--- config.mk ---
export PLATFORM = sky130hd
export DESIGN_NAME = lsu_access_ctrl
export DESIGN_NICKNAME = d
export VERILOG_FILES = /design/src/rtl/lsu_access_ctrl_pkg.sv /design/src/rtl/lext.sv /design/src/rtl/lsu_store_align.sv /design/src/rtl/lsu_access_ctrl.sv
export SDC_FILE = /design/constraint.sdc
export NUM_CORES = 1
export LEC_CHECK = 0
export BUFFER_PORTS_ARGS = -buffer_cell sky130_fd_sc_hd__buf_2
export CORE_MARGIN = 2
export CORE_UTILIZATION = 55
export DETAILED_ROUTE_END_ITERATION = 16
export PLACE_DENSITY_LB_ADDON = 0.08
export SLEW_MARGIN = 0
export SYNTH_ARGS = -nofsm -noshare
export SYNTH_HDL_FRONTEND = slang
export SYNTH_SLANG_ARGS = --single-unit
--- constraint.sdc ---
create_clock -name clk -period 4.5 [get_ports clk]
set_input_delay 0 -clock clk [delete_from_list [all_inputs] [get_ports clk]]
set_output_delay 0 -clock clk [all_outputs]
set_load 0.01 [all_outputs]
--- src/rtl/lsu_access_ctrl_pkg.sv ---
// Shared codes for the LSU access controller: LEXT ops, access sizes, FSM states,
// the captured-request struct and small decode helpers.
package lsu_access_ctrl_pkg;

  localparam int LSU_ADDR_W = 32;
  localparam int LSU_DATA_W = 32;

  localparam logic [2:0] LEXT_8   = 3'd0;
  localparam logic [2:0] LEXT_8U  = 3'd1;
  localparam logic [2:0] LEXT_16  = 3'd2;
  localparam logic [2:0] LEXT_16U = 3'd3;
  localparam logic [2:0] LEXT_32  = 3'd4;

  localparam logic [1:0] LSU_SIZE_B = 2'b00;
  localparam logic [1:0] LSU_SIZE_H = 2'b01;
  localparam logic [1:0] LSU_SIZE_W = 2'b10;

  typedef enum logic [1:0] {
    LSU_ST_IDLE = 2'd0,
    LSU_ST_ACC1 = 2'd1,
    LSU_ST_ACC2 = 2'd2,
    LSU_ST_RESP = 2'd3
  } lsu_state_e;

  typedef struct packed {
    logic                  we;
    logic                  uns;
    logic [1:0]            size;
    logic [LSU_ADDR_W-1:0] addr;
    logic [LSU_DATA_W-1:0] wdata;
  } lsu_req_t;

  // Access spills into the next word.
  function automatic logic lsu_split(input logic [1:0] size, input logic [1:0] off);
    return (size == LSU_SIZE_H && off == 2'd3) || (size == LSU_SIZE_W && off != 2'd0);
  endfunction

  function automatic logic [3:0] lsu_base_be(input logic [1:0] size);
    case (size)
      LSU_SIZE_B: return 4'b0001;
      LSU_SIZE_H: return 4'b0011;
      LSU_SIZE_W: return 4'b1111;
      default:    return 4'b0000;
    endcase
  endfunction

  function automatic logic [2:0] lsu_ext_op(input logic [1:0] size, input logic uns);
    case (size)
      LSU_SIZE_B: return uns ? LEXT_8U : LEXT_8;
      LSU_SIZE_H: return uns ? LEXT_16U : LEXT_16;
      default:    return LEXT_32;
    endcase
  endfunction

endpackage

--- src/rtl/lext.sv ---
// Load-extension unit: selects the byte/half at word_sel and sign/zero extends.
module lext
  import lsu_access_ctrl_pkg::*;
(
  input  logic [31:0] din,
  input  logic [1:0]  word_sel,
  input  logic [2:0]  ext_op,
  output logic [31:0] dout
);
  logic [31:0] sh;
  assign sh = din >> {word_sel, 3'b000};

  always_comb begin
    dout = sh;
    case (ext_op)
      LEXT_8:   dout = {{24{sh[7]}}, sh[7:0]};
      LEXT_8U:  dout = {24'b0, sh[7:0]};
      LEXT_16:  dout = {{16{sh[15]}}, sh[15:0]};
      LEXT_16U: dout = {16'b0, sh[15:0]};
      default:  dout = sh;
    endcase
  end
endmodule

--- src/rtl/lsu_store_align.sv ---
// Two-phase byte-enable and write-data alignment for one access; phase hi is the
// spill into the following word.
module lsu_store_align
  import lsu_access_ctrl_pkg::*;
#(
  parameter int DATA_W = LSU_DATA_W
) (
  input  logic [1:0]        size,
  input  logic [1:0]        off,
  input  logic [DATA_W-1:0] wdata,
  output logic [3:0]        be_lo,
  output logic [3:0]        be_hi,
  output logic [DATA_W-1:0] wdata_lo,
  output logic [DATA_W-1:0] wdata_hi
);
  logic [7:0]          mask;
  logic [2*DATA_W-1:0] wide;

  assign mask     = {4'b0000, lsu_base_be(size)} << off;
  assign wide     = {{DATA_W{1'b0}}, wdata} << {off, 3'b000};
  assign be_lo    = mask[3:0];
  assign be_hi    = mask[7:4];
  assign wdata_lo = wide[DATA_W-1:0];
  assign wdata_hi = wide[2*DATA_W-1:DATA_W];
endmodule

--- src/rtl/lsu_access_ctrl.sv ---
// Load/store access controller: one access at a time, word-crossing accesses split
// into two bus cycles. LSU_MISALIGN_TRAP_EN turns crossing accesses into errors.
module lsu_access_ctrl
  import lsu_access_ctrl_pkg::*;
#(
  parameter int ADDR_W = LSU_ADDR_W,
  parameter int DATA_W = LSU_DATA_W
) (
  input  logic              clk,
  input  logic              rst_n,
  input  logic              req_valid,
  output logic              req_ready,
  input  logic              req_we,
  input  logic [ADDR_W-1:0] req_addr,
  input  logic [1:0]        req_size,
  input  logic              req_unsigned,
  input  logic [DATA_W-1:0] req_wdata,
  output logic              resp_valid,
  output logic [DATA_W-1:0] resp_rdata,
  output logic              resp_err,
  output logic              bus_req,
  output logic              bus_we,
  output logic [ADDR_W-1:0] bus_addr,
  output logic [3:0]        bus_be,
  output logic [DATA_W-1:0] bus_wdata,
  input  logic              bus_ack,
  input  logic [DATA_W-1:0] bus_rdata
);
  lsu_state_e        state, state_nxt;
  lsu_req_t          rq;
  logic [DATA_W-1:0] lo_word, lo_nxt, lext_din, lext_dout, rdata_q;
  logic [ADDR_W-1:0] base;
  logic [3:0]        be_lo, be_hi;
  logic [DATA_W-1:0] wd_lo, wd_hi;
  logic [1:0]        off, sel;
  logic              err_q, req_err, split_q, final_ack;

  assign off    = rq.addr[1:0];
  assign base   = {rq.addr[ADDR_W-1:2], 2'b00};
  assign lo_nxt = (state == LSU_ST_ACC1 && bus_ack) ? bus_rdata : lo_word;

`ifdef LSU_MISALIGN_TRAP_EN
  assign split_q  = 1'b0;
  assign req_err  = (req_size == 2'b11) || lsu_split(req_size, req_addr[1:0]);
  assign lext_din = lo_nxt;
  assign sel      = off;
`else
  logic [DATA_W-1:0] hi_word, hi_nxt;
  logic [5:0]        hi_sh;
  assign split_q  = lsu_split(rq.size, off);
  assign req_err  = (req_size == 2'b11);
  assign hi_nxt   = (state == LSU_ST_ACC2 && bus_ack) ? bus_rdata : hi_word;
  assign hi_sh    = 6'd32 - {1'b0, off, 3'b000};
  // Same-cycle bypass of the arriving word lets the result register at the final ack.
  assign lext_din = split_q ? ((lo_nxt >> {off, 3'b000}) | (hi_nxt << hi_sh)) : lo_nxt;
  assign sel      = split_q ? 2'b00 : off;
`endif

  assign final_ack = bus_ack && ((state == LSU_ST_ACC1 && !split_q) || state == LSU_ST_ACC2);

  lext u_lext (
    .din      (lext_din),
    .word_sel (sel),
    .ext_op   (lsu_ext_op(rq.size, rq.uns)),
    .dout     (lext_dout)
  );

  lsu_store_align #(.DATA_W(DATA_W)) u_align (
    .size     (rq.size),
    .off      (off),
    .wdata    (rq.wdata),
    .be_lo    (be_lo),
    .be_hi    (be_hi),
    .wdata_lo (wd_lo),
    .wdata_hi (wd_hi)
  );

  // Bus outputs decode straight from state so an async reset drops bus_req at once.
  always_comb begin
    bus_req   = 1'b0;
    bus_we    = 1'b0;
    bus_addr  = '0;
    bus_be    = 4'b0000;
    bus_wdata = '0;
    if (state == LSU_ST_ACC1) begin
      bus_req   = 1'b1;
      bus_we    = rq.we;
      bus_addr  = base;
      bus_be    = be_lo;
      bus_wdata = wd_lo;
    end else if (state == LSU_ST_ACC2) begin
      bus_req   = 1'b1;
      bus_we    = rq.we;
      bus_addr  = base + ADDR_W'(4);
      bus_be    = be_hi;
      bus_wdata = wd_hi;
    end
  end

  assign req_ready  = (state == LSU_ST_IDLE);
  assign resp_valid = (state == LSU_ST_RESP);
  assign resp_rdata = rdata_q;
  assign resp_err   = err_q;

  always_comb begin
    state_nxt = state;
    case (state)
      LSU_ST_IDLE: if (req_valid) state_nxt = req_err ? LSU_ST_RESP : LSU_ST_ACC1;
      LSU_ST_ACC1: if (bus_ack)   state_nxt = split_q ? LSU_ST_ACC2 : LSU_ST_RESP;
`ifndef LSU_MISALIGN_TRAP_EN
      LSU_ST_ACC2: if (bus_ack)   state_nxt = LSU_ST_RESP;
`endif
      default:                    state_nxt = LSU_ST_IDLE;
    endcase
  end

  always_ff @(posedge clk or negedge rst_n) begin
    if (!rst_n) state <= LSU_ST_IDLE;
    else        state <= state_nxt;
  end

  always_ff @(posedge clk or negedge rst_n) begin
    if (!rst_n) begin
      rq      <= '0;
      lo_word <= '0;
      rdata_q <= '0;
      err_q   <= 1'b0;
    end else begin
      if (state == LSU_ST_IDLE && req_valid) begin
        rq      <= '{we: req_we, uns: req_unsigned, size: req_size,
                     addr: req_addr, wdata: req_wdata};
        rdata_q <= '0;
        err_q   <= req_err;
      end
      if (state == LSU_ST_ACC1 && bus_ack) lo_word <= bus_rdata;
      if (final_ack && !rq.we) rdata_q <= lext_dout;
    end
  end

`ifndef LSU_MISALIGN_TRAP_EN
  always_ff @(posedge clk or negedge rst_n) begin
    if (!rst_n)                               hi_word <= '0;
    else if (state == LSU_ST_ACC2 && bus_ack) hi_word <= bus_rdata;
  end
`endif

endmodule
==> metrics <==
start point of the critical path off[0]; PortBufs 206; Clock Tree Buf Depth 2; FF+latch count, synth 167; Worst Reg-to-Reg Cells 9; dpl cells 1330; Die ar. 0.0186 mm2; Final Hold Vio Count 0; Initial DRC Count 757; R2R Setup Slk 1.07 ns; clock skew 0.00565 ns; Max-cap violations 0; Synth Flop Type dfrtp_1; Seq/Total Area, Yosys 43.4%; Pre-antenna DRT Iters 7; H-tree levels 4; Critical Path Fanout Max 30; final setup fails 0; n_diodes 0; CP arrival 3.78 ns; fmax 291 MHz; post-CTS setup buffers 0; Fillers 1285; first-pass GRT wire length 44.7 mm; RSZ-0062 raised after global routing no; internal power 5.27 mW; Reg area 0.00418 mm2; GRT overflow 0; vias per std cell 5.99; Post-DP Area 0.0108 mm2; Clk Latency, worst-skew pair 0.44 ns; VDD IR max 0.391 mV; fin. max-slew vios 0; Yosys cell types 65; Nets 1343; wirelength, routed 28.4 mm; Tot Pwr 9.48 mW; WP data required 4.84 ns; Leakage 6.07 nW; syn_area_per_cell 10.2 um2; Global Route Usage Sum 30.9%; GP Congestion 0.932; Syn Inst Count 947; Final Instance Count excl. Fillers 1464; Worst setup EP type flip-flop; commonest cells after routing, fill and taps aside 205 x buf_2, 166 x dfrtp_1, 102 x dlygate4sd3_1; critical path startpoint category flip-flop; Post-Place Worst Slack 1.18 ns; CTS Root Cell clkbuf_16; floorplan row count 48; clock buffer count from CTS 17; sequential power share 29.6%; Multi-input gate area 0.00496 mm2; hold path depth 4; TNS Setup 0 ns; max_slew headroom 31.4%; worst setup path end resp_rdata[14]; worst-margin pin slew 1.03 ns; power density cells 767 mW/mm2; Initial Util 55.9%; combinational power share 55.3%; Hold WS 0.000897 ns; RR Endpoint resp_rdata[14]; die width 136 um; Remaining DRCs 0; CTS clock-pin slew for the worst setup and hold paths 0.06 ns; Sw Ratio 44.4%; P&R area growth vs syn 28.2%; CTS sink count 167; period utilization 76.3%; core area 0.0172 mm2; post-route ant nets 0; largest net degree at the start of global routing 108; P_sw 4.21 mW; CTS tree done; number of synthesized flops with an enable pin 0; status finished clean; r2r startpoint off[0]; leading cell type in the layout, fill and taps excluded buf_2; Vias 8773; chip height 136 um; vias in the first global route 8488; Worst Slack Setup Final 1.07 ns; post-layout util 71.7%; antenna violations before repair 0; Hold Crit Class in -> reg; layout cell share with drive strength beyond 1 30.3%; fin crit period 3.44 ns; crit path kind reg -> reg; WL/cell 19.4 um; Post-synth ARST share 100%; I/O pins 209; Syn Std Cell Area 0.00964 mm2; Finished Cell Area 0.0124 mm2; clock network fraction of design power 15.0%; HPWL Detailed 18.9 mm; YS warnings 0
## synthesized netlist by cell type (5+ instances only)
cell / count / area share [%]
mux2_2: 93 / 11
xor2_1: 14 / 1.3
a32o_1: 5 / 0.52
nand2_1: 94 / 3.7
o211ai_1: 17 / 1.3
nor2b_1: 5 / 0.32
buf_6: 5 / 0.58
a21oi_1: 28 / 1.5
buf_1: 11 / 0.43
o22ai_1: 14 / 0.91
o21ai_0: 58 / 3.0
dfrtp_1: 167 / 43
ha_1: 13 / 1.7
inv_1: 49 / 1.9
a31oi_1: 8 / 0.52
and2_1: 6 / 0.39
nand3_1: 29 / 1.5
nor3_1: 9 / 0.47
clkbuf_1: 34 / 1.3
mux4_2: 9 / 2.1
a22o_1: 32 / 2.9
buf_2: 7 / 0.36
a22oi_1: 5 / 0.39
xnor2_1: 7 / 0.64
and3_1: 16 / 1.0
mux2i_1: 66 / 6.9
nor2_1: 49 / 1.9
a211oi_1: 10 / 0.78
a21o_1: 7 / 0.55
or2_2: 5 / 0.32
a221o_1: 7 / 0.73
## worst min-delay path by stage
stage               slack [ns]  startpoint           to
floorplan                -0.30       rst_n     base[10]
global placement          0.20       rst_n  hi_word[18]
detailed placement        0.20       rst_n  hi_word[11]
CTS                     0.0002   req_valid     state[1]
global route              0.04   req_valid     state[1]
finish                  0.0009   req_valid     state[1]
## sequential cells by signal, indices dropped and copies added, names as in the netlist
signal      cells
base           30
off             2
hi_word        32
state           2
rq             36
resp_err        1
resp_rdata     32
lo_word        32
## layer usage
| metal | global-route usage, % | wire, um | part of all wire, % | up-vias |
|---|---|---|---|---|
| met3 | 6.86 | 2250 | 7.9 | 69 |
| met5 | 0 | 0 | 0 | - |
| met4 | 9.55 | 707 | 2.5 | 0 |
| met1 | 40.2 | 11700 | 41 | 4267 |
| met2 | 51.6 | 13800 | 49 | 446 |
| li1 | - | - | - | 3991 |
## cell type report
| class | count | area share, % |
|---|---|---|
| clock buffer | 22 | 3.84 |
| clock inverter | 10 | 0.790 |
| inverter | 52 | 1.58 |
| multi-input combinational | 665 | 40.1 |
| sequential | 167 | 33.8 |
| tap | 225 | 2.28 |
| timing repair buffer | 323 | 17.6 |
## repair_timing
item	4_1_cts	5_1_grt
setup endpoints to repair	0	0
gates resized for setup	0	0
endpoints found under the hold margin	234	0
hold buffers	102	0
## power groups by stage
stage	combinational [mW]	sequential [mW]	clock (mW)
2_1_floorplan	3.66	2.66	0
3_3_place_gp	5.02	2.78	0
3_5_place_dp	5.07	2.83	0
4_1_cts	5.18	2.80	1.44
5_1_grt	5.71	2.89	1.51
6_report	5.25	2.81	1.42
## worst max-delay path: stages, from the launching register on
cell,delay [ns]
dfrtp_4,0.73
inv_1,0.12
ha_1,0.29
nand2b_1,0.35
a31oi_1,0.61
buf_4,0.32
and2_1,0.26
buf_4,0.29
o2bb2a_1,0.25
o211ai_1,0.10
## cell families after synthesis
group / Yosys count / synth area share (%)
DFF: 167 / 43.4
xor gates and xnor gates: 21 / 1.91
other: 1 / 0.0389
buffers and inverters: 116 / 5.35
AOI/OAI and AO/OA: 224 / 16.0
muxes: 172 / 20.4
adders and majority gates: 13 / 1.69
and+or+nand+nor: 233 / 11.3
Power figures use the tool's default switching activity.
